**config.mk**
```make
export PLATFORM = sky130hd
export DESIGN_NAME = digit_serial_adder
export DESIGN_NICKNAME = d
export VERILOG_FILES = /design/src/rtl/digit_serial_adder_pkg.sv /design/src/rtl/digit_serial_adder_slice.sv /design/src/rtl/digit_serial_adder.sv
export SDC_FILE = /design/constraint.sdc
export NUM_CORES = 1
export LEC_CHECK = 0
export ABC_AREA = 1
export CAP_MARGIN = 20
export CORE_ASPECT_RATIO = 0.5
export CORE_MARGIN = 4
export CORE_UTILIZATION = 46
export DETAILED_ROUTE_END_ITERATION = 10
export GPL_TIMING_DRIVEN = 0
export PLACE_DENSITY_LB_ADDON = 0.2
export SYNTH_ARGS = -nofsm -noshare
export SYNTH_HDL_FRONTEND = slang
export SYNTH_SLANG_ARGS = --single-unit
```
**constraint.sdc**
```tcl
create_clock -name clk -period 2.2 [get_ports clk]
set_clock_uncertainty 0.1 [all_clocks]
set_input_delay 0.33 -clock clk [delete_from_list [all_inputs] [get_ports clk]]
set_output_delay 0.33 -clock clk [all_outputs]
set_load 0.01 [all_outputs]
```
**src/rtl/digit_serial_adder_pkg.sv**
```systemverilog
// digit_serial_adder_pkg: shared state encoding and sizing helpers for the digit-serial adder
package digit_serial_adder_pkg;
  typedef enum logic [1:0] {IDLE, BUSY, DONE} state_t;
  function automatic int ndig(input int width, input int digit);
    return width / digit;
  endfunction
  function automatic int cnt_w(input int n);
    return n <= 1 ? 1 : $clog2(n);
  endfunction
endpackage

```
**src/rtl/digit_serial_adder_slice.sv**
```systemverilog
// digit_adder_slice: combinational DIGIT-bit ripple-carry adder with carry into its top bit
module digit_adder_slice #(
  parameter int DIGIT = 4
) (
  input  logic [DIGIT-1:0] a,
  input  logic [DIGIT-1:0] b,
  input  logic             ci,
  output logic [DIGIT-1:0] s,
  output logic             co,
  output logic             c_msb
);
  logic c;
  always_comb begin
    s = '0;
    c_msb = 1'b0;
    c = ci;
    for (int i = 0; i < DIGIT; i++) begin
      s[i] = a[i] ^ b[i] ^ c;
      if (i == DIGIT - 1) c_msb = c;
      c = (a[i] & b[i]) | (c & (a[i] ^ b[i]));
    end
    co = c;
  end
endmodule

```
**src/rtl/digit_serial_adder.sv**
```systemverilog
// digit_serial_adder: multi-cycle add/sub, DIGIT bits per clock over a valid/ready handshake
// Define DIGIT_SERIAL_ADDER_OVF_EN to add the signed `overflow` output.
module digit_serial_adder
  import digit_serial_adder_pkg::*;
#(
  parameter int WIDTH = 32,
  parameter int DIGIT = 4
) (
  input  logic             clk,
  input  logic             rst,
  input  logic             in_valid,
  output logic             in_ready,
  input  logic [WIDTH-1:0] a,
  input  logic [WIDTH-1:0] b,
  input  logic             cin,
  input  logic             sub,
  output logic             out_valid,
  input  logic             out_ready,
  output logic [WIDTH-1:0] sum,
  output logic             cout,
  output logic             busy
`ifdef DIGIT_SERIAL_ADDER_OVF_EN
  ,
  output logic             overflow
`endif
);
  localparam int NDIG = ndig(WIDTH, DIGIT);
  localparam int CW = cnt_w(NDIG);
  if ((WIDTH % DIGIT) != 0 || NDIG < 1) begin : g_bad_cfg
    $error("digit_serial_adder: WIDTH must be a non-zero multiple of DIGIT");
  end
  state_t           state;
  logic [WIDTH-1:0] a_q, b_q;
  logic             carry;
  logic [CW-1:0]    cnt;
  logic [DIGIT-1:0] s;
  logic             co, c_msb, last;
  logic [WIDTH+DIGIT-1:0] cat;
  digit_adder_slice #(.DIGIT(DIGIT)) u_slice (
    .a(a_q[DIGIT-1:0]),
    .b(b_q[DIGIT-1:0]),
    .ci(carry),
    .s(s),
    .co(co),
    .c_msb(c_msb)
  );
  assign in_ready = (state == IDLE) && !rst;
  assign out_valid = state == DONE;
  assign busy = state != IDLE;
  assign last = cnt == CW'(NDIG - 1);
  // result digits enter at the MSB end so the first digit ends up at bit 0
  assign cat = {s, sum};
`ifndef DIGIT_SERIAL_ADDER_OVF_EN
  logic unused_c_msb;
  assign unused_c_msb = c_msb;
`endif
  always_ff @(posedge clk) begin
    if (rst) begin
      state <= IDLE;
      sum <= '0;
      cout <= 1'b0;
      a_q <= '0;
      b_q <= '0;
      carry <= 1'b0;
      cnt <= '0;
`ifdef DIGIT_SERIAL_ADDER_OVF_EN
      overflow <= 1'b0;
`endif
    end else if (state == IDLE && in_valid) begin
      state <= BUSY;
      a_q <= a;
      b_q <= sub ? ~b : b;
      carry <= cin;
      cnt <= '0;
    end else if (state == BUSY) begin
      a_q <= a_q >> DIGIT;
      b_q <= b_q >> DIGIT;
      carry <= co;
      sum <= cat[WIDTH+DIGIT-1:DIGIT];
      cnt <= cnt + 1'b1;
      if (last) begin
        state <= DONE;
        cout <= co;
`ifdef DIGIT_SERIAL_ADDER_OVF_EN
        overflow <= co ^ c_msb;
`endif
      end
    end else if (state == DONE && out_ready) begin
      state <= IDLE;
    end
  end
endmodule

```
==> results.sh, run 1 <==
export IMPL_r2r_slack_ps=100
export IMPL_clock_fmax_mhz=477
export IMPL_mostFrequentLayoutCells="321 x nand2_1, 102 x clkdlybuf4s50_1, 101 x dfxtp_1, 64 x nor2_1, 60 x inv_1"
export IMPL_regToRegStartpoint="a_q[0]"
export IMPL_yosysSeqAreaShare_pct=42.0
export IMPL_drt_iter0_markers=303
export IMPL_outcome="complete, no violations"
export IMPL_grt_pass1_wl_um=20800
export IMPL_routed_wl_um=12600
export IMPL_die_y_um=81.0
export IMPL_grt_overflow=0
export IMPL_dr_total_vias=4907
export IMPL_end_kind="register"
export IMPL_cp_num_cells=8
export IMPL_antenna_found_initial=0
export IMPL_avgSynthCellArea_um2=6.51
export IMPL_synth_edf_count=0
export IMPL_drv_cap=0
export IMPL_syn_inst=754
export IMPL_synthesis_area_mm2=0.00491
export IMPL_layout_drive_gt1_share_pct=5.61
export IMPL_clkTransAtPathRegs_ps=80
export IMPL_synthArstFlopShare_pct=0
export IMPL_numPortBuffers=104
export IMPL_clockBufferDepth=2
export IMPL_area_growth_pct=31.1
export IMPL_min_delay_path_class="register to register"
export IMPL_min_period_ps=2100
export IMPL_ys_ff_latch=103
export IMPL_finalHoldViolCount=0
export IMPL_coreArea_mm2=0.0103
export IMPL_grtUsageMet3_pct=4.63
export IMPL_dp_hpwl_um=9300
export IMPL_power_density_mw_per_mm2=706
export IMPL_crit_fanout=2
export IMPL_period_share_pct=95.3
export IMPL_n_antenna_cell=0
export IMPL_cts_root_buf="clkbuf_16"
export IMPL_leakage_nw=3.07
export IMPL_rsz0062_at_grt="no"
export IMPL_start_util_pct=47.6
export IMPL_grt_pass1_vias=4497
export IMPL_tightest_slew_ps=538
export IMPL_cpLargestDelayFamily="adder cells"
export IMPL_crit_required_ps=2390
export IMPL_rows=26
export IMPL_setup_worst_path_start_class="register"
export IMPL_crit_slowest_cell="fa_1"
export IMPL_drv_slew=0
export IMPL_crit_buf_inv=3
export IMPL_gp_congestion=0.819
export IMPL_met1_usage_pct=27.3
export IMPL_drt_pass1_iterations=5
export IMPL_setup_viol=0
export IMPL_setup_tns_ps=0
export IMPL_ir_worst_vdd_mv=0.405
export IMPL_cts_htree_levels=3
export IMPL_whs_endpoint="a_q[4]"
export IMPL_crit_start="a_q[0]"
export IMPL_fin_nets=945
export IMPL_yosys_warnings=0
export IMPL_grt_usage_pct=20.5
export IMPL_busiest_layer="met2"
export IMPL_n_fill_cell=962
export IMPL_r2r_end="sum[31]"
export IMPL_cp_arrival_ps=2290
export IMPL_synthDistinctLibCells=22
export IMPL_cts_tree="done"
export IMPL_critPathKind="register to register"
export IMPL_drc=0
export IMPL_min_from="a_q[4]"
export IMPL_grt_util_met2_pct=33.8
export IMPL_viasPerCell=4.84
export IMPL_syn_nets=830
export IMPL_synth_flop_cell="dfxtp_1"
export IMPL_antenna_left=0
export IMPL_io_pins=106
export IMPL_cp_slowest_stage_delay_ps=420
export IMPL_final_common_cell="nand2_1"
export IMPL_clock_sinks=103
export IMPL_hold_depth=2
export IMPL_slew_headroom_pct=64.1
export IMPL_cts_buffers=9
export IMPL_die_w_um=154
export IMPL_dieArea_mm2=0.0125
export IMPL_insertion_delay_ps=350
export IMPL_rr_worst_depth=8
export IMPL_p_total_mw=4.54
export IMPL_grt_max_degree=21
export IMPL_worstPathCellList="fa_1 -> inv_1 -> fa_1 -> inv_1 -> fa_2 -> inv_1 -> fa_1 -> a21oi_1"
export IMPL_wire_per_inst_um=12.4
-- worst min-delay path: stages, from the launching register on --
cell	delay (ps)
dfxtp_1	310
nand2_1	60
a21oi_1	50
-- stage by stage --
stage	instance area, um2	hold WS (ps)	worst slack [ps]	utilization [%]	cells
2_1_floorplan	4910	344	156	-	754
3_3_place_gp	6120	351	-438	59.4	998
3_5_place_dp	6120	355	-464	59.4	998
4_1_cts	6420	366	28.7	62.3	1014
5_1_grt	6430	388	4.10	62.4	1014
6_report	6430	364	103	62.4	1014
-- state kept, by name, summed over array words and instances (netlist names) --
name,cells
a_q,32
state,2
carry,1
b_q,32
cnt,3
cout,1
sum,32
-- worst max-delay path by stage --
stage,to,slack (ps)
6_report,sum[31],100
5_1_grt,cout,4
4_1_cts,busy,30
3_5_place_dp,in_ready,-460
3_3_place_gp,in_ready,-440
2_1_floorplan,sum[31],160
-- what timing repair did --
action,in CTS,in global routing
buffers inserted,0,0
gates resized for setup,5,5
gates cloned,0,0
setup endpoints to repair,1,3
hold buffers,0,0
-- synth_stat cells, types with 5 or more instances --
cell type,n,area [um2]
nand3b_1,20,150
nand3_1,38,190
buf_2,17,85.1
nand2_1,321,1200
buf_4,5,37.5
nor2_1,64,240
dfxtp_1,103,2060
a21oi_1,41,205
o21ai_0,32,160
clkbuf_1,23,86.3
inv_1,60,225
a31oi_1,9,56.3
-- power by group --
part	internal (mW)	leakage [nW]	switching (mW)	total, mW
logic	0.396	2.07	0.456	0.851
clock network	0.805	0.146	0.788	1.59
registers	2.01	0.848	0.0888	2.10
total	3.21	3.07	1.33	4.54
-- per-layer routing --
metal  part of all wire (%)  vias to the layer above
li1                       -                     2557
met1                     50                     2215
met2                     44                      120
met3                    5.7                       15
met4                    1.0                        0
met5                      0                        -
-- cells by family after synthesis --
logic type                 count (synthesis)  synth area share (%)
xor gates and xnor gates                   5                 0.892
buffers and inverters                    111                  9.30
AOI/OAI and AO/OA                         83                  8.69
DFF                                      103                  42.0
adders and majority gates                  6                  2.14
and+or+nand+nor                          446                  37.0
-- layout make-up --
type | instances | area (um2) | share of cell area, %
Buffer | 47 | 226 | 3.52
Timing Repair Buffer | 104 | 1040 | 16.2
Tap cell | 140 | 175 | 2.72
Sequential cell | 103 | 2060 | 32.1
Clock buffer | 9 | 225 | 3.50
Multi-Input combinational cell | 540 | 2390 | 37.2
Clock inverter | 7 | 68.8 | 1.07
Inverter | 64 | 240 | 3.73
(Power assumes the default switching activity.)
==> run 2, diff against run 1 <==
CORE_UTILIZATION = 55   (was 46)
clock period = 2.6 ns   (was 2.2 ns; I/O delays follow)
==> results.sh, run 2 (same netlist as run 1, synthesis figures left out) <==
export IMPL_setup_worst_path_start_class="primary input"
export IMPL_cts_root_buf="clkbuf_16"
export IMPL_tightest_slew_ps=530
export IMPL_outcome="complete, no violations"
export IMPL_clock_fmax_mhz=402
export IMPL_die_w_um=142
export IMPL_placed_cells=975
export IMPL_cts_buffers=9
export IMPL_min_from="b_q[29]"
export IMPL_antenna_found_initial=0
export IMPL_cts_htree_levels=3
export IMPL_layout_drive_gt1_share_pct=5.15
export IMPL_critPathKind="primary input to output pin"
export IMPL_n_antenna_cell=0
export IMPL_holdWs_ps=366
export IMPL_io_pins=106
export IMPL_dieArea_mm2=0.0106
export IMPL_setup_viol=0
export IMPL_p_total_mw=3.85
export IMPL_clockBufferDepth=2
export IMPL_stdcell_count=991
export IMPL_internal_power_mw=2.81
export IMPL_power_frac_seq_pct=46.1
export IMPL_viasPerCell=5.02
export IMPL_finalHoldViolCount=0
export IMPL_hold_depth=2
export IMPL_p_clk_share_pct=35.2
export IMPL_coreArea_mm2=0.00871
export IMPL_start_util_pct=56.4
export IMPL_rr_worst_depth=8
export IMPL_wire_per_inst_um=12.1
export IMPL_crit_fanout=10
export IMPL_power_frac_comb_pct=18.7
export IMPL_crit_required_ps=2110
export IMPL_p_sw_share_pct=27.1
export IMPL_grt_overflow=0
export IMPL_die_y_um=74.8
export IMPL_regToRegStartpoint="a_q[0]"
export IMPL_mostFrequentLayoutCells="321 x nand2_1, 104 x clkdlybuf4s50_1, 103 x dfxtp_1, 64 x nor2_1, 60 x inv_1"
export IMPL_rsz0062_at_grt="no"
export IMPL_routed_wl_um=12000
export IMPL_area_growth_pct=30.4
export IMPL_clkTransAtPathRegs_ps=60
export IMPL_p_sw_mw=1.05
export IMPL_drc=0
export IMPL_largestRegisters="a_q: 32 flops, b_q: 32 flops, sum: 32 flops"
export IMPL_cts_resized=2
export IMPL_dp_hpwl_um=9030
export IMPL_r2r_slack_ps=420
export IMPL_cts_hold_buf=0
export IMPL_clock_sinks=103
export IMPL_cp_arrival_ps=1990
export IMPL_end_kind="output pin"
export IMPL_n_fill_cell=723
export IMPL_leakage_nw=3.04
export IMPL_grt_pass1_vias=4264
export IMPL_whs_endpoint="b_q[29]"
export IMPL_grt_max_degree=17
export IMPL_antenna_left=0
export IMPL_drt_pass1_iterations=5
export IMPL_cts_tree="done"
export IMPL_dr_total_vias=4979
export IMPL_min_delay_path_class="register to register"
export IMPL_min_period_ps=2480
export IMPL_gp_congestion=0.855
export IMPL_power_density_mw_per_mm2=602
export IMPL_drt_iter0_markers=308
export IMPL_grt_usage_pct=22.8
export IMPL_insertion_delay_ps=350
export IMPL_drv_slew=0
export IMPL_final_common_cell="nand2_1"
export IMPL_period_share_pct=95.6
export IMPL_numPortBuffers=104
export IMPL_slew_headroom_pct=64.6
export IMPL_grt_pass1_wl_um=19500
export IMPL_ir_worst_vdd_mv=0.391
export IMPL_cts_setup_buffers=0
export IMPL_fin_nets=945
export IMPL_r2r_end="sum[31]"
export IMPL_drv_cap=0
export IMPL_setup_tns_ps=0
export IMPL_rows=24
run 2: worst max path at each step:
stage | startpoint | end | slack, ps | depth (start not counted)
global route | rst | in_ready | 40 | 5
global placement | rst | in_ready | -180 | 5
finish | rst | in_ready | 120 | 5
detailed placement | rst | in_ready | -210 | 5
floorplan | a_q[0] | sum[31] | 560 | 8
CTS | rst | in_ready | 120 | 5
run 2: final cells by class:
type	count	area, um2	area share, %
buffer	47	219	3.42
timing repair buffer	104	1040	16.3
tap	117	146	2.29
inverter	64	240	3.75
clock inverter	5	57.6	0.899
multi-input combinational	540	2390	37.3
sequential	103	2060	32.2
clock buffer	11	243	3.79
run 2: per-stage QoR:
step	worst slack, ps	util (%)	cell area [um2]
after global placement	-181	70.0	6100
after global routing	36.8	73.5	6400
after CTS	118	73.5	6400
after detailed placement	-212	70.0	6100
after floorplan	556	-	4910
final	115	73.5	6400
run 2: power groups by stage:
| stage | Combinational (mW) | Clock [mW] | Sequential (mW) |
|---|---|---|---|
| 4_1_cts | 0.721 | 1.36 | 1.78 |
| 6_report | 0.719 | 1.36 | 1.78 |
| 3_3_place_gp | 0.695 | 0 | 1.81 |
| 3_5_place_dp | 0.714 | 0 | 1.81 |
| 2_1_floorplan | 0.393 | 0 | 1.81 |
| 5_1_grt | 0.806 | 1.43 | 1.79 |
run 2: metal layers:
| layer | up-vias | track usage [%] | wire [um] |
|---|---|---|---|
| met4 | 0 | 4.57 | 110 |
| li1 | 2563 | - | - |
| met3 | 17 | 4.89 | 803 |
| met2 | 150 | 38.3 | 5540 |
| met1 | 2249 | 31.1 | 5580 |
| met5 | - | 0 | 0 |
run 2: worst max-delay path, stage by stage:
cell,delay (ps)
clkdlybuf4s50_1,430
clkbuf_2,210
clkbuf_2,240
nor2_1,170
clkdlybuf4s50_1,560
==> run 3, diff against run 2 <==
CAP_MARGIN = 10   (was 20)
TNS_END_PERCENT = 50   (was default)
==> results of run 3 <==
Same layout as run 2: the final DEF is identical, and so are final timing and power.
